==> src/rtl/sprite_anim_layer.sv <==
// Sprite layer with run/jump/duck/dead poses and a frame-synchronous run animation.
// Geometry and pose are captured once per frame so a sprite never tears mid-scan;
// pixel and in-box outputs are registered one cycle after the beam position.
module sprite_anim_layer #(
    parameter int unsigned HPOS_W   = 9,
    parameter int unsigned VPOS_W   = 9,
    parameter int unsigned SPR_W    = 16,
    parameter int unsigned SPR_H    = 16,
    parameter int unsigned X_POS    = 32,
    parameter int unsigned ANIM_DIV = 6
) (
    input  logic              clk,
    input  logic              rst_n,
    input  logic [HPOS_W-1:0] i_hpos,
    input  logic [VPOS_W-1:0] i_vpos,
    input  logic              i_frame_start,
    input  logic [VPOS_W-1:0] i_sprite_vpos,
    input  logic [1:0]        i_pose,
    input  logic              i_anim_en,
    output logic              o_color,
    output logic              o_in_box
);

    // Row/column index widths; bitmaps are padded to power-of-two geometry so every
    // index is exact-width and out-of-sprite slots simply read as blank.
    localparam int unsigned ROW_W    = (SPR_H > 1) ? $clog2(SPR_H) : 1;
    localparam int unsigned COL_W    = (SPR_W > 1) ? $clog2(SPR_W) : 1;
    localparam int unsigned ROWS     = 1 << ROW_W;
    localparam int unsigned COLS     = 1 << COL_W;
    localparam int unsigned BMP_BITS = ROWS * COLS;
    localparam int unsigned IMG_BITS = 5 * BMP_BITS;
    localparam int unsigned IMG_AW   = $clog2(IMG_BITS);
    localparam int unsigned CNT_W    = (ANIM_DIV > 1) ? $clog2(ANIM_DIV) : 1;

    typedef enum logic [1:0] {
        PoseRun  = 2'd0,
        PoseJump = 2'd1,
        PoseDuck = 2'd2,
        PoseDead = 2'd3
    } pose_e;

    // 16x16 master art: RUN0, RUN1, JUMP, DUCK, DEAD. Row 0 is top, bit 15 is leftmost.
    localparam logic [15:0] ART [80] = '{
        16'h0000, 16'h03F8, 16'h07FC, 16'h06FC, 16'h87FC, 16'h87E0, 16'h87F8, 16'hC7C0,
        16'hEFC0, 16'hFFC0, 16'h7FC0, 16'h3F80, 16'h1F00, 16'h1980, 16'h1000, 16'h1800,
        16'h0000, 16'h03F8, 16'h07FC, 16'h06FC, 16'h87FC, 16'h87E0, 16'h87F8, 16'hC7C0,
        16'hEFC0, 16'hFFC0, 16'h7FC0, 16'h3F80, 16'h1F00, 16'h0D80, 16'h0C80, 16'h0081,
        16'h0000, 16'h03F8, 16'h07FC, 16'h06FC, 16'h87FC, 16'h87E0, 16'h87F8, 16'hC7C0,
        16'hEFC0, 16'hFFC0, 16'h7FC0, 16'h3F80, 16'h1F00, 16'h3300, 16'h6180, 16'h0000,
        16'h0000, 16'h0000, 16'h0000, 16'h0000, 16'h0000, 16'h0000, 16'h0000, 16'h8000,
        16'hC3FE, 16'hFFFF, 16'hFF7F, 16'h7FFF, 16'h3FF0, 16'h1E00, 16'h1200, 16'h1B00,
        16'h0000, 16'h03F8, 16'h0554, 16'h06AC, 16'h87FC, 16'h87E0, 16'h87F8, 16'hC7C0,
        16'hEFC0, 16'hFFC0, 16'h7FC0, 16'h3F80, 16'h1F00, 16'h1B00, 16'h1100, 16'h1980
    };

    // Resample the master art to SPR_W x SPR_H at elaboration. Each bitmap is stored
    // as {row, col} addressed bits with column 0 (leftmost) at the lowest index.
    function automatic logic [IMG_BITS-1:0] build_rom();
        logic [IMG_BITS-1:0] img;
        img = '0;
        for (int unsigned b = 0; b < 5; b++) begin
            for (int unsigned r = 0; r < SPR_H; r++) begin
                for (int unsigned c = 0; c < SPR_W; c++) begin
                    img[IMG_AW'(b * BMP_BITS + r * COLS + c)] =
                        ART[7'(b * 16 + (r * 16) / SPR_H)][4'(15 - (c * 16) / SPR_W)];
                end
            end
        end
        return img;
    endfunction

    localparam logic [IMG_BITS-1:0] ROM = build_rom();

    localparam logic [HPOS_W:0] X_LO = (HPOS_W + 1)'(X_POS);
    localparam logic [HPOS_W:0] X_HI = (HPOS_W + 1)'(X_POS + SPR_W);

    logic [VPOS_W-1:0] vpos_q, vpos_d;
    pose_e             pose_q, pose_d;
    logic [CNT_W-1:0]  cnt_q, cnt_d;
    logic              phase_q, phase_d;

    logic [HPOS_W:0]      hpos_x;
    logic [VPOS_W:0]      vpos_x, vtop, vbot;
    logic                 in_x, in_y, in_box;
    logic [ROW_W-1:0]     row_idx;
    logic [COL_W-1:0]     col_idx;
    logic [BMP_BITS-1:0]  bmp_word;
    logic                 pixel;

    // Box test in widened arithmetic so a sprite near the last row clips instead of wrapping.
    assign hpos_x = {1'b0, i_hpos};
    assign vpos_x = {1'b0, i_vpos};
    assign vtop   = {1'b0, vpos_q};
    assign vbot   = vtop + (VPOS_W + 1)'(SPR_H);
    assign in_x   = (hpos_x >= X_LO) && (hpos_x < X_HI);
    assign in_y   = (vpos_x >= vtop) && (vpos_x < vbot);
    assign in_box = in_x && in_y;

    // Indices are held at zero outside the box so the ROM is never addressed out of range.
    assign row_idx = in_box ? ROW_W'(vpos_x - vtop) : '0;
    assign col_idx = in_box ? COL_W'(hpos_x - X_LO) : '0;
    assign pixel   = in_box & bmp_word[{row_idx, col_idx}];

    // Bitmap select from the latched pose and run phase.
    always_comb begin
        bmp_word = ROM[0 +: BMP_BITS];
        unique case (pose_q)
            PoseRun:  bmp_word = phase_q ? ROM[BMP_BITS +: BMP_BITS] : ROM[0 +: BMP_BITS];
            PoseJump: bmp_word = ROM[2 * BMP_BITS +: BMP_BITS];
            PoseDuck: bmp_word = ROM[3 * BMP_BITS +: BMP_BITS];
            PoseDead: bmp_word = ROM[4 * BMP_BITS +: BMP_BITS];
            default:  bmp_word = ROM[0 +: BMP_BITS];
        endcase
    end

    // Frame-start capture of geometry/pose and run-animation stepping.
    always_comb begin
        vpos_d  = vpos_q;
        pose_d  = pose_q;
        cnt_d   = cnt_q;
        phase_d = phase_q;
        if (i_frame_start) begin
            vpos_d = i_sprite_vpos;
            pose_d = pose_e'(i_pose);
            if (pose_d != PoseRun) begin
                cnt_d   = '0;
                phase_d = 1'b0;
            end else if (i_anim_en) begin
                if (cnt_q == CNT_W'(ANIM_DIV - 1)) begin
                    cnt_d   = '0;
                    phase_d = ~phase_q;
                end else begin
                    cnt_d = cnt_q + CNT_W'(1);
                end
            end
        end
    end

    // State and registered pixel outputs.
    always_ff @(posedge clk or negedge rst_n) begin
        if (!rst_n) begin
            vpos_q   <= '0;
            pose_q   <= PoseRun;
            cnt_q    <= '0;
            phase_q  <= 1'b0;
            o_color  <= 1'b0;
            o_in_box <= 1'b0;
        end else begin
            vpos_q   <= vpos_d;
            pose_q   <= pose_d;
            cnt_q    <= cnt_d;
            phase_q  <= phase_d;
            o_color  <= pixel;
            o_in_box <= in_box;
        end
    end

endmodule

==> config.mk <==
export PLATFORM = sky130hd
export DESIGN_NAME = sprite_anim_layer
export DESIGN_NICKNAME = d
export VERILOG_FILES = /design/src/rtl/sprite_anim_layer.sv
export SDC_FILE = /design/constraint.sdc
export NUM_CORES = 1
export LEC_CHECK = 0
export ABC_AREA = 0
export ABC_CLOCK_PERIOD_IN_PS = 2300
export BUFFER_PORTS_ARGS = -buffer_cell sky130_fd_sc_hd__clkbuf_2
export CORE_ASPECT_RATIO = 1.5
export CORE_MARGIN = 5
export CORE_UTILIZATION = 56
export DETAILED_ROUTE_END_ITERATION = 8
export GPL_ROUTABILITY_DRIVEN = 0
export GPL_TIMING_DRIVEN = 1
export PLACE_DENSITY = 0.88
export SETUP_SLACK_MARGIN = 0.5
export SYNTH_ARGS = -nofsm -noshare
export SYNTH_HDL_FRONTEND = slang
export SYNTH_SLANG_ARGS = --single-unit
==> constraint.sdc <==
create_clock -name clk -period 2.3 [get_ports clk]
set_input_delay 0.115 -clock clk [delete_from_list [all_inputs] [get_ports clk]]
set_output_delay 0.115 -clock clk [all_outputs]
set_load 0.005 [all_outputs]
==> impl_metrics.ini, run 1 <==
[grt]
antenna_found_initial = 0
grt_max_degree = 26
grt_overflow = 0
globalRouteTotalUtil_pct = 20.20
grt_first_pass_wirelength_um = 7320
first_global_vias = 1774

[critical_path]
critPathBufInv = 1
path_cells = ha_4, inv_2, ha_4, a211oi_2, nor2_1, nor4_2, o21a_1, nand2_2, o32ai_2
critical_path_class = reg -> reg
cp_top_family = compound AO/OA/AOI/OAI gates
cp_slowest_cell = dfrtp_1
cp_common_cell = ha_4
required_ns = 2.46
cpPeakStageDelay_ns = 0.43
crit_fanout = 3
cp-start-kind = flip-flop
crit_path_end_kind = flip-flop
arrival_ns = 2.31

[die]
fp.dieH_um = 78.89
rows = 25
coreArea_mm2 = 0.003097
num_io_pins = 35
start_util_pct = 57.21
die_x_um = 55.93
dieArea_mm2 = 0.004412

[timing]
finClkSkew_ns = 0.005717
max_freq_mhz = 464.3
hold_viol_final = 0
finalSetupTns_ns = 0
rsz0062_at_grt = yes
setup_slack_ns = 0.1463
worst_pin_slew_ns = 0.4496
drv_slew = 0
fin_crit_sh_pct = 93.64
slew_headroom_pct = 69.89
layout_min_cycle_time_ns = 2.154
setup_viol = 0

[cells_and_area]
final_area_mm2 = 0.002186
area_growth_pct = 23.38
fin_nets = 313
antennaDiodeCount = 0
drive_gt1_share_pct = 30.04

[drt]
drtPass1Iterations = 6
drt_iter0_markers = 61
via_per_inst = 6.106
drc = 0
wire_per_inst_um = 15.38
drtAntennaViolNets = 0
vias = 1850
drt_wl_total_um = 4659

[logic_synthesis]
synth_cell_types = 57
async_flop_share_pct = 100.0
syn_nets = 274
netlist_area_mm2 = 0.001772
syn_area_per_cell_um2 = 7.874
ys_warn_count = 0
synth_cells = 225
ys_ff_latch = 17
synth-main-ff-cell = dfrtp_1
synth_edf_count = 0
yosysSeqAreaShare_pct = 24.01

[power]
cellPowerDensity_mw_per_mm2 = 484.0
leakage_uw = 0.0009913
peakVddDrop_uv = 514.8

[run]
cap_violations = 0

[clock_tree]
htree_num_levels = 1
cts_tree = yes
cts.sinks = 17
numCtsBuffers = 3
path_clk_slew_ns = 0.07
clkLatencyLatePin_ns = 0.25
clockBufferDepth = 2
cts-root-buf = clkbuf_8

[min_path]
min_path_type = in -> reg

[placed_design]
place_area_mm2 = 0.001971
io_buffers = 34
hpwl_um = 3257
pre_cts_ws_ns = 0.1668

[outcome]
status = completed
## worst paths after layout
kind,start,endpoint,slack [ns],cells past startpoint
max,vpos_q[5],o_color,0.15,9
min,i_sprite_vpos[7],vpos_q[7],0.07,3
max reg2reg,vpos_q[5],o_color,0.15,9
min reg2reg,cnt_q[0],cnt_q[0],0.50,1
max in group asynchronous,rst_n,vpos_q[2],1.67,2
min in group asynchronous,rst_n,vpos_q[8],0.32,2
## metrics by stage
stage	util (%)	power, uW	std cells	hold slack, ns
after CTS	68.12	1011	297	0.06427
after global routing	70.59	1130	303	0.08012
final	70.59	1058	303	0.06728
after floorplan	-	646.8	225	-0.1806
after global placement	63.64	741.6	286	0.06267
after detailed placement	63.64	753.5	286	0.06912
## layer usage
metal / GRT usage (%) / wire (um) / vias to the layer above
met5: 0 / 0 / -
met4: 9.976 / 100 / 0
met3: 3.089 / 266 / 12
met2: 39.10 / 2618 / 68
met1: 20.63 / 1672 / 874
li1: - / - / 896
## layout by cell type, fill, tap and decap left out, types with 4 or more instances in the layout
cell type	n
nand2b_1	5
dfrtp_1	17
clkbuf_2	34
xnor2_1	4
inv_1	11
nor2b_1	4
buf_4	14
nor3_1	6
a21o_1	4
nor2_1	14
a21oi_1	15
ha_1	10
ha_4	4
o21ai_0	18
nand3_1	7
nand2_1	26
## Yosys cell counts (2+ instances only)
master | number | area (um^2)
nand2_1 | 27 | 101.4
o21ai_0 | 19 | 95.09
dfrtp_1 | 17 | 425.4
a21oi_1 | 15 | 75.07
ha_1 | 15 | 187.7
inv_1 | 14 | 52.55
nor2_1 | 14 | 52.55
buf_2 | 8 | 40.04
nand3_1 | 7 | 35.03
clkbuf_1 | 6 | 22.52
nor3_1 | 6 | 30.03
nand2b_1 | 5 | 31.28
nor2b_1 | 5 | 31.28
xnor2_1 | 5 | 43.79
a21o_1 | 4 | 30.03
mux2_2 | 3 | 33.78
o21bai_1 | 3 | 22.52
o31ai_1 | 3 | 22.52
a22o_1 | 2 | 17.52
a2bb2oi_1 | 2 | 17.52
a31oi_1 | 2 | 12.51
and4_1 | 2 | 17.52
nand4_1 | 2 | 12.51
nor3b_1 | 2 | 15.01
nor4_1 | 2 | 12.51
o2111ai_1 | 2 | 17.52
o21a_1 | 2 | 15.01
o21ai_1 | 2 | 10.01
## worst register-to-register path, cell delays in order, from the launching register on
cell      delay (ns)
dfrtp_1         0.43
ha_4            0.28
inv_2           0.04
ha_4            0.21
a211oi_2        0.22
nor2_1          0.11
nor4_2          0.30
o21a_1          0.19
nand2_2         0.07
o32ai_2         0.21
## cell type report
| cell class | count | area, um^2 |
|---|---|---|
| Sequential cell | 17 | 425.4 |
| Multi-Input combinational cell | 178 | 1313 |
| Tap cell | 40 | 50.05 |
| Timing Repair Buffer | 50 | 296.5 |
| Clock inverter | 1 | 5.005 |
| Clock buffer | 3 | 41.29 |
| Inverter | 14 | 55.05 |
| Fill cell | 247 | 910.9 |
## power by group
| group | internal (uW) | total [uW] | switching (uW) | leakage, uW |
|---|---|---|---|---|
| logic | 231 | 497 | 267 | 0.000750 |
| registers | 319 | 334 | 15.2 | 0.000216 |
| clock network | 120 | 227 | 107 | 0.0000255 |
| total | 669 | 1060 | 389 | 0.000991 |
## flip-flops by register name, indices dropped and copies added, names as in the netlist
name / count
cnt_q: 3
o_color: 1
o_in_box: 1
phase_q: 1
pose_q: 2
vpos_q: 9
## kinds of logic after synthesis
kind of cell	count (synthesis)	share of synthesized area, %
simple gates	81	23.45
fa+ha+maj	16	11.72
flops	17	24.01
compound gates	71	27.12
buf+inv	30	7.557
xor+xnor	6	2.966
mux	4	3.178
## what timing repair did
item | CTS | global route
setup endpoints to repair | 2 | 2
endpoints found under the hold margin | 17 | 0
pin swaps | 6 | 9
hold buffers | 1 | 0
resized for setup | 8 | 7
setup buffers | 6 | 6
Note: power is estimated with default switching activity, not from simulation.
==> inputs of run 2 (changes only) <==
Settings changed: BUFFER_PORTS_ARGS -buffer_cell sky130_fd_sc_hd__clkbuf_2 to -buffer_cell sky130_fd_sc_hd__buf_4.
==> run 2 against run 1 <==
Sequential power hardly changed. Cell count is 2.3% lower. Combinational power fell by 3%. Sequential share of layout area shrank 0.28 points. Hold slack got worse by 0.0021 ns. Wire length decreased by 2.6%. Final area grew 1.8%.
==> impl_metrics.ini, run 2 (same netlist as run 1, synthesis figures left out) <==
[critical_path]
critPathBufInv = 1
cp_top_family = compound AO/OA/AOI/OAI gates
worst-r2r-setup-slack_ns = 0.24
crit_fanout = 3
required_ns = 2.47
path_depth = 10
path_cells = ha_4, xnor2_2, ha_1, o21ai_1, nor2_1, nor4_1, o21a_1, buf_4, o311ai_4, o32ai_2
rr_startpoint = vpos_q[4]
cpPeakStageDelay_ns = 0.44
worstRegToRegCells = 10
critical_path_class = reg -> reg
cp_slowest_cell = dfrtp_2
crit_path_end_kind = flip-flop
cp-start-kind = flip-flop
arrival_ns = 2.23
reg2reg_to = o_color

[cells_and_area]
n_fill_cell = 238
drive_gt1_share_pct = 28.52
utilization_pct = 71.84
layout_common_cells = buf_4 (42), nand2_1 (26), o21ai_0 (18), dfrtp_1 (16), a21oi_1 (15)
largestRegisters = vpos_q: 9 flops, cnt_q: 3 flops, pose_q: 2 flops
final_cells = 296
multi_input_area_mm2 = 0.001324
ff_latch_area_um2 = 426.7
fin_nets = 306
regMostFlops = vpos_q
mostFrequentLayoutCell = buf_4
antennaDiodeCount = 0
area_growth_pct = 25.56
largest_reg_flops = 9

[timing]
max_freq_mhz = 485.2
drv_slew = 0
hold_viol_final = 0
finClkSkew_ns = 0.0008959
finalSetupTns_ns = 0
worst_pin_slew_ns = 0.4642
timing.hold.ws_ns = 0.06521
fin_crit_sh_pct = 89.62
slew_headroom_pct = 68.81
setup_viol = 0
rsz0062_at_grt = yes
layout_min_cycle_time_ns = 2.061

[drt]
drt_iter0_markers = 54
via_per_inst = 6.132
wire_per_inst_um = 15.32
vias = 1815
drc = 0
drtAntennaViolNets = 0
drtPass1Iterations = 5
drt_wl_total_um = 4536

[placed_design]
hpwl_um = 3279
io_buffers = 34
post-place-cells = 286

[power]
cellPowerDensity_mw_per_mm2 = 468.3
switching_share_pct = 36.47
p_int_uw = 661.8
combPwrFrac_pct = 46.1
peakVddDrop_uv = 545.5
totalPowerFinal_uw = 1042
p_sw_uw = 379.9
leakage_uw = 0.0009848
p_seq_share_pct = 32.2
power_frac_clock_pct = 21.6

[min_path]
min_from = i_sprite_vpos[7]
min_path_type = in -> reg
whs_path_depth = 3
hold_end = vpos_q[7]

[grt]
grt_overflow = 0
grt_max_degree = 26
grt_first_pass_wirelength_um = 7831
first_global_vias = 1805
globalRouteTotalUtil_pct = 21.87
antenna_found_initial = 0

[die]
rows = 25
fp.dieH_um = 78.89
coreArea_mm2 = 0.003097
dieArea_mm2 = 0.004412
start_util_pct = 57.21
die_x_um = 55.93
num_io_pins = 35

[clock_tree]
cts.sinks = 17
cts_tree = yes
cts-root-buf = clkbuf_8
clkLatencyLatePin_ns = 0.26
clockBufferDepth = 2
numCtsBuffers = 3
path_clk_slew_ns = 0.07
htree_num_levels = 1

[run]
cap_violations = 0

[outcome]
status = completed
==> run 2: how the worst max path moves through the flow <==
stage	from	endpoint	slack [ns]
after global routing	vpos_q[6]	o_color	0.09
final	vpos_q[4]	o_color	0.24
after CTS	vpos_q[4]	o_color	0.27
after floorplan	vpos_q[4]	o_color	0.36
after detailed placement	pose_q[0]	o_color	0.20
after global placement	pose_q[0]	o_color	0.21
==> run 2: power by group through the flow <==
stage / Combinational, uW / Sequential (uW) / Clock [uW]
floorplan: 311 / 335 / 0
global placement: 415 / 339 / 0
detailed placement: 426 / 341 / 0
CTS: 469 / 335 / 233
global route: 533 / 338 / 238
finish: 480 / 336 / 226
==> run 2: routing by layer <==
layer,GRT usage [%],vias to the layer above,routed length (um)
met5,0,-,0
met4,11.16,0,170
met3,2.764,17,223
met2,42.77,62,2473
met1,22.18,857,1669
li1,-,879,-
==> run 2: cell type report <==
cell class,count,share of cell area [%]
Inverter,14,2.362
Clock buffer,3,1.856
Clock inverter,1,0.2250
Timing Repair Buffer,43,14.62
Tap cell,40,2.250
Multi-Input combinational cell,178,59.51
Sequential cell,17,19.18
==> run 2: worst register-to-register path: cells and delay by family, from the launching register on <==
family / cells / cell delay, ns
adders and majority gates: 2 / 0.49
and+or+nand+nor: 2 / 0.27
DFF: 1 / 0.44
xor gates and xnor gates: 1 / 0.12
AOI/OAI and AO/OA: 4 / 0.50
buffers and inverters: 1 / 0.14
==> run 2: metrics by stage <==
| stage | area [um^2] | setup slack, ns |
|---|---|---|
| final | 2225 | 0.2388 |
| after global routing | 2225 | 0.09442 |
| after CTS | 2223 | 0.2719 |
| after detailed placement | 2056 | 0.1977 |
| after global placement | 2056 | 0.2124 |
| after floorplan | 1809 | 0.3626 |
==> run 2: timing repair <==
item	4_1_cts	5_1_grt
setup endpoints to repair	2	2
resized for setup	13	1
setup buffers	5	0
hold endpoints to repair	17	0
hold buffers	1	0
pin swaps	9	0
==> inputs of run 3 (changes only) <==
Settings changed: ABC_CLOCK_PERIOD_IN_PS 2300 to 2100.
Clock period 2.3 ns to 2.1 ns, I/O delays scaled along.
==> run 3 against run 2 <==
The run now ends with negative setup slack left. Cell count grew 1.7%. Clock-buffer cell count unchanged. Clock skew about the same. Clock power is 13% higher. Wire length grew 12%. Total power increased by 15%. Maximum frequency is 11% lower. Register-to-register slack worse by 0.46 ns. Die area did not move. Largest cell class unchanged. First-iteration DRC count rose by 87%. Worst setup slack lost 0.46 ns. Non-clock buffer count is 5 higher. Critical path type unchanged.
==> impl_metrics.ini, run 3 (same netlist as run 1, synthesis figures left out) <==
[power]
switching_share_pct = 37.41
cellPowerDensity_mw_per_mm2 = 523.6
leakage_uw = 0.001018
combPwrFrac_pct = 48.0
p_int_uw = 752.9
p_seq_share_pct = 30.8
p_sw_uw = 450.0
peakVddDrop_uv = 606.1
power_frac_clock_pct = 21.2
totalPowerFinal_uw = 1203

[timing]
max_freq_mhz = 431.2
setup_viol = 1
hold_viol_final = 0
fin_crit_sh_pct = 110.4
finClkSkew_ns = 0.001393
setup_slack_ns = -0.2192
drv_slew = 0
worst_pin_slew_ns = 0.4493
rsz0062_at_grt = yes
slew_headroom_pct = 69.91
layout_min_cycle_time_ns = 2.319

[cells_and_area]
mostFrequentLayoutCell = buf_4
drive_gt1_share_pct = 31.42
antennaDiodeCount = 0
regMostFlops = vpos_q
layout_common_cells = buf_4 (44), nand2_1 (26), o21ai_0 (18)
utilization_pct = 74.18
largest_reg_flops = 9
area_growth_pct = 29.66
largestRegisters = vpos_q: 9 flops, cnt_q: 3 flops, pose_q: 2 flops
fin_nets = 311
final_area_mm2 = 0.002297

[clock_tree]
path_clk_slew_ns = 0.07
clockBufferDepth = 2
cts-root-buf = clkbuf_8
cts_tree = yes
htree_num_levels = 1
numCtsBuffers = 3
clkLatencyLatePin_ns = 0.26
cts.sinks = 17

[grt]
grt_max_degree = 26
antenna_found_initial = 0
globalRouteTotalUtil_pct = 21.20
first_global_vias = 1778
grt_overflow = 0
grt_first_pass_wirelength_um = 7728

[die]
num_io_pins = 35
rows = 25
coreArea_mm2 = 0.003097
dieArea_mm2 = 0.004412
die_x_um = 55.93
start_util_pct = 57.21
fp.dieH_um = 78.89

[drt]
drc = 0
vias = 1899
drt_wl_total_um = 5097
drt_iter0_markers = 101
drtAntennaViolNets = 0
drtPass1Iterations = 6
wire_per_inst_um = 16.93
via_per_inst = 6.309

[critical_path]
worst-r2r-setup-slack_ns = -0.22
rr_startpoint = vpos_q[5]
required_ns = 2.26
reg2reg_to = o_color
crit_path_end_kind = flip-flop
worstRegToRegCells = 9
cp-start-kind = flip-flop
crit_fanout = 3
arrival_ns = 2.48
critical_path_class = reg -> reg

[outcome]
violations = negative setup slack
status = finished with violations

[placed_design]
place_area_mm2 = 0.002093
pre_cts_ws_ns = -0.02965
hpwl_um = 3434
io_buffers = 34

[min_path]
whs_path_depth = 3
min_from = i_sprite_vpos[2]
hold_end = vpos_q[2]
min_path_type = in -> reg

[run]
cap_violations = 0
## run 3: area by class of cell
cell class                 count  area [um^2]
timing repair buffer          48        382.9
inverter                      14        55.05
tap                           40        50.05
sequential                    17        429.2
clock inverter                 1        5.005
clock buffer                   3        41.29
multi-input combinational    178         1334
fill                         221        799.5
## run 3: per-stage QoR
stage                     TNS [ns]  hold slack, ns  std cells
after CTS                        0         0.05354        299
after global routing       -0.2383         0.07879        301
final                      -0.2192         0.05351        301
after global placement           0        -0.01976        291
after floorplan                  0         -0.1906        225
after detailed placement  -0.02965        -0.01804        291
## run 3: how the worst max path moves through the flow
stage	from	to	cells past startpoint
after global placement	vpos_q[4]	o_color	9
after global routing	vpos_q[5]	o_color	9
after floorplan	vpos_q[4]	o_color	9
after CTS	vpos_q[5]	o_color	9
final	vpos_q[5]	o_color	9
after detailed placement	vpos_q[0]	o_color	8
## run 3: critical path: stages (launching register included)
cell and delay [ns]:
dfrtp_2 0.46, ha_4 0.19, xnor2_2 0.12, ha_1 0.32, o21ai_1 0.17, nor2_1 0.09
nor4_1 0.33, o21a_1 0.20, nand2_2 0.08, o32ai_2 0.27
## run 3: power by group through the flow
| stage | sequential (uW) | clock [uW] | combinational, uW |
|---|---|---|---|
| 2_1_floorplan | 367 | 0 | 341 |
| 3_3_place_gp | 371 | 0 | 471 |
| 3_5_place_dp | 372 | 0 | 487 |
| 4_1_cts | 366 | 252 | 518 |
| 5_1_grt | 373 | 271 | 624 |
| 6_report | 370 | 255 | 578 |
## run 3: metal layers
metal,GRT usage [%],wire length (um),up-vias
li1,-,-,884
met4,8.314,196,0
met2,41.23,2827,111
met5,0,0,-
met1,22.71,1760,879
met3,2.764,313,25
## run 3: repair_timing
item                                   in CTS  in global routing
endpoints found under the hold margin      17                  0
buffers inserted                            3                  2
pin swaps                                   2                  4
hold buffers                                1                  0
gates resized for setup                     6                 15
setup endpoints to repair                   2                  2
